[src/rtl/dmem_arbiter.sv]
// rtl/dmem_arbiter.sv - data SRAM port arbiter: fixed CPU priority, bounded DMA starvation
// CPU wins by default; an eligible DMA request wins after STARVE_LIMIT consecutive losses.
module dmem_arbiter #(
    parameter int unsigned STARVE_LIMIT = 8
) (
    input  logic        clk,
    input  logic        rst,
    input  logic        cpu_en,
    input  logic [7:0]  cpu_wea,
    input  logic [63:0] cpu_addr,
    input  logic [63:0] cpu_din,
    output logic [63:0] cpu_dout,
    output logic        cpu_ready,
    input  logic        dma_req_valid,
    output logic        dma_req_ready,
    input  logic [7:0]  dma_req_we,
    input  logic [63:0] dma_req_addr,
    input  logic [63:0] dma_req_wdata,
    output logic        dma_rsp_valid,
    input  logic        dma_rsp_ready,
    output logic [63:0] dma_rsp_rdata,
    output logic [63:0] data_addra,
    output logic [63:0] data_dina,
    output logic        data_ena,
    output logic [7:0]  data_wea,
    input  logic [63:0] data_douta
);
    localparam int unsigned   CW    = $clog2(STARVE_LIMIT + 1);
    localparam logic [CW-1:0] LIMIT = CW'(STARVE_LIMIT);

    logic          inflight_q, inflight_d;
    logic          inflight_rd_q, inflight_rd_d;
    logic          rsp_valid_q, rsp_valid_d;
    logic [63:0]   rsp_rdata_q, rsp_rdata_d;
    logic [CW-1:0] wait_cnt_q, wait_cnt_d;
    logic          dma_elig;
    logic          dma_grant;

    // The slot may be refilled in the same cycle it drains, so a draining slot counts as free.
    always_comb begin
        dma_elig      = dma_req_valid & ~inflight_q & (~rsp_valid_q | dma_rsp_ready);
        dma_grant     = rst & dma_elig & (~cpu_en | (wait_cnt_q == LIMIT));
        cpu_ready     = rst & ~dma_grant;
        dma_req_ready = dma_grant;
        cpu_dout      = data_douta;
        dma_rsp_valid = rst & rsp_valid_q;
        dma_rsp_rdata = rsp_rdata_q;
        if (dma_grant) begin
            data_addra = dma_req_addr;
            data_dina  = dma_req_wdata;
            data_wea   = dma_req_we;
            data_ena   = 1'b1;
        end else begin
            data_addra = cpu_addr;
            data_dina  = cpu_din;
            data_wea   = rst ? cpu_wea : 8'h00;
            data_ena   = rst & cpu_en;
        end
    end

    always_comb begin
        inflight_d    = dma_grant;
        inflight_rd_d = inflight_rd_q;
        rsp_valid_d   = rsp_valid_q;
        rsp_rdata_d   = rsp_rdata_q;
        wait_cnt_d    = wait_cnt_q;
        if (dma_grant) begin
            inflight_rd_d = (dma_req_we == 8'h00);
        end
        if (inflight_q) begin
            rsp_valid_d = 1'b1;
            rsp_rdata_d = inflight_rd_q ? data_douta : 64'h0;
        end else if (dma_rsp_ready) begin
            rsp_valid_d = 1'b0;
        end
        if (dma_grant || !dma_req_valid) begin
            wait_cnt_d = '0;
        end else if (dma_elig && cpu_en && (wait_cnt_q != LIMIT)) begin
            wait_cnt_d = wait_cnt_q + CW'(1);
        end
    end

    always_ff @(posedge clk) begin
        if (!rst) begin
            inflight_q    <= 1'b0;
            inflight_rd_q <= 1'b0;
            rsp_valid_q   <= 1'b0;
            rsp_rdata_q   <= 64'h0;
            wait_cnt_q    <= '0;
        end else begin
            inflight_q    <= inflight_d;
            inflight_rd_q <= inflight_rd_d;
            rsp_valid_q   <= rsp_valid_d;
            rsp_rdata_q   <= rsp_rdata_d;
            wait_cnt_q    <= wait_cnt_d;
        end
    end
endmodule

[config.mk]
export PLATFORM = sky130hd
export DESIGN_NAME = dmem_arbiter
export DESIGN_NICKNAME = d
export VERILOG_FILES = /design/src/rtl/dmem_arbiter.sv
export SDC_FILE = /design/constraint.sdc
export NUM_CORES = 1
export LEC_CHECK = 0
export ABC_AREA = 1
export CORE_AREA = 2 2 234 236
export DETAILED_ROUTE_END_ITERATION = 10
export DIE_AREA = 0 0 236 238
export HOLD_SLACK_MARGIN = 0.12
export SYNTH_ARGS = -nofsm -noshare
export SYNTH_HDL_FRONTEND = slang
export SYNTH_SLANG_ARGS = --single-unit
[constraint.sdc]
create_clock -name clk -period 2.4 [get_ports clk]
set_input_delay 0.72 -clock clk [delete_from_list [all_inputs] [get_ports clk]]
set_output_delay 0.72 -clock clk [all_outputs]
set_load 0.01 [all_outputs]
==> flow_metrics.tcl <==
set metrics [dict create \
    ioPinCount 609 \
    route.vias.total 8159 \
    dr.pass1.iters 5 \
    dieHeight_um 238 \
    p_per_area_nw_per_um2 321.4 \
    grt_max_degree 67 \
    fmax_mhz 359.6 \
    post-route-period-util_pct 115.9 \
    clock_sinks 71 \
    ant_nets 0 \
    wl_per_cell_um 20.35 \
    grt_usage_pct 14.46 \
    route.detailed.drc 0 \
    cp_slowest_cell "buf_12" \
    synthesis.nets 1193 \
    worst_slew_pin_slew_ps 752.1 \
    power.total_mw 4.550 \
    tns_ps -42720 \
    clock_path_buffers 2 \
    synthDistinctLibCells 19 \
    start_util_pct 9.227 \
    mappedNetlistArea_sq_um 4936 \
    synthCells 850 \
    worstSkewPairLatency_ps 350 \
    p_leak_nw 6.556 \
    violations "setup timing" \
    status "finished, violations left" \
    routed_wl_um 44950 \
    ctsHoldBuffers 0 \
    critPathRequiredTime_ps 1680 \
    synth.avg_cell_area_sq_um 5.807 \
    yosysSeqAreaShare_pct 28.80 \
    arrival_ps 2060 \
    htreeDepth 3 \
    holdWs_ps 464.4 \
    peakVddDrop_uv 232.7 \
    fin_ws_ps -380.8 \
    critical-path-max-stage-delay_ps 170 \
    cts_buffers 9 \
    fin_area_sq_um 14160 \
    nets 1839 \
    gp_congestion 0.8673 \
    slew_viol_final 0 \
    drive_above_1_share_pct 34.51 \
    ys_ff_latch 71 \
    finClkSkew_ps 23.74 \
    grt_overflow 0 \
    dp_hpwl_um 33490 \
    cp_max_fo 8 \
    hold_viol 0 \
    die_area_sq_um 56170 \
    fin_crit_ps 2781 \
    grt_antenna_before_repair 40 \
    cp_cell_sequence "buf_8 > inv_4 > nor2_4 > nand2_2 > nor2_4 > nand2_8 > buf_12 > buf_12 > buf_16 > buf_8 > nand2_8 > buf_6" \
    port_buffers 608 \
    cts_tree "done" \
    row_count 85 \
    start_kind "input port" \
    yosysWarningCount 0 \
    rsz0062_at_grt "true" \
    grt_pass1_wl_um 57590 \
    die_width_um 236 \
    cts_root_buf "clkbuf_16" \
    criticalPathCategory "input port to output port" \
    via_per_inst 3.694 \
    worstSetupEndpointType "output port" \
    maxCapViolations 0 \
    syn_to_final_growth_pct 186.8 \
    core_area_sq_um 53500 \
    final-setup-viol-count 140 \
    grt_pass1_vias 7931 \
    clk_pin_slew_ps 70 \
    dpl-instance-area_sq_um 11780 \
    relSlewSlack_pct 49.86 \
    post-place-ws_ps -1381 \
    drt_iter0_markers 349 \
    hold_class "register to register" \
]
synthesized netlist by cell type:
cell	count	area share, %
o21bai_1	1	0.15
dfxtp_1	71	29
buf_2	10	1.0
nand2_1	467	36
inv_1	18	1.4
clkbuf_1	16	1.2
a21oi_1	65	6.6
nand3_1	79	8.0
inv_2	2	0.15
buf_1	11	0.84
buf_4	77	12
buf_6	9	2.1
nand4_1	1	0.13
o21ai_0	9	0.91
nor2_2	1	0.13
ha_1	2	0.51
nor3_1	1	0.10
nand2_2	1	0.13
nor2_1	9	0.68
worst paths after layout:
check,startpoint,end,slack (ps),cells past startpoint
min reg2reg,dma_rsp_rdata[51]$_SDFFE_PN0P_,dma_rsp_rdata[51]$_SDFFE_PN0P_,460,2
max,dma_req_valid,data_ena,-380,12
max reg2reg,wait_cnt_q[0]$_SDFFE_PP0P_,wait_cnt_q[3]$_SDFFE_PP0P_,410,12
min,dma_rsp_rdata[51]$_SDFFE_PN0P_,dma_rsp_rdata[51]$_SDFFE_PN0P_,460,2
sequential cells by signal, summed over array words and instances (netlist names):
signal,flops
dma_rsp_rdata,64
inflight_q,1
inflight_rd_q,1
rsp_valid_q,1
wait_cnt_q,4
worst max-delay path, delay by kind of cell:
family / cells / cell delay [ps]
buf+inv: 7 / 790
simple gates: 5 / 510
layout by cell type, fill, tap and decap left out, drive strengths merged, types with 9 or more instances in the layout:
cell | netlist | routed
a21oi | 65 | 65
buf | 107 | 277
clkbuf | 16 | 23
clkdlybuf4s50 | 0 | 401
dfxtp | 71 | 71
diode | 0 | 12
dlymetal6s2s | 0 | 64
inv | 20 | 24
nand2 | 468 | 468
nand3 | 79 | 79
nor2 | 10 | 10
o21ai | 9 | 9
through the flow:
step	util (%)	instances
after detailed placement	22.01	2117
after global placement	22.01	2117
final	26.46	2209
after global routing	26.41	2198
after CTS	24.21	2183
after floorplan	-	850
power breakdown:
part / internal [mW] / switching [mW]
combinational: 1.17 / 0.833
clock: 0.723 / 0.639
sequential: 1.18 / 0.00206
layout make-up:
| class | count | area, sq um |
|---|---|---|
| fill | 5760 | 39340 |
| timing repair buffer | 757 | 7888 |
| multi-input combinational | 636 | 3541 |
| sequential | 71 | 1426 |
| tap | 696 | 870.8 |
| clock buffer | 9 | 225.2 |
| inverter | 20 | 103.9 |
| clock inverter | 7 | 61.31 |
| antenna | 12 | 30.03 |
| timing repair inverter | 1 | 11.26 |
logic make-up (layout without fill, tap and decap cells):
kind of cell | Yosys count | count (layout) | synth area share, %
and+or+nand+nor | 559 | 559 | 44.69
buffers and inverters | 143 | 794 | 18.35
AOI/OAI and AO/OA | 75 | 75 | 7.655
DFF | 71 | 71 | 28.80
adders and majority gates | 2 | 2 | 0.5069
other | 0 | 12 | 0
layer usage:
metal  global-route usage [%]  share of wire (%)  up-vias
met5                        0               0.40        -
met4                    2.509                1.4       28
met3                    8.248                 14       58
met2                    22.83                 45      430
met1                    17.18                 39     3734
li1                         -                  -     3909
repair_timing:
action / CTS / global route
setup buffers: 34 / 14
pin swaps: 14 / 66
gates resized for setup: 655 / 423
gates cloned: 16 / 9
setup endpoints to repair: 204 / 204
Note: power is estimated with default switching activity, not from simulation.
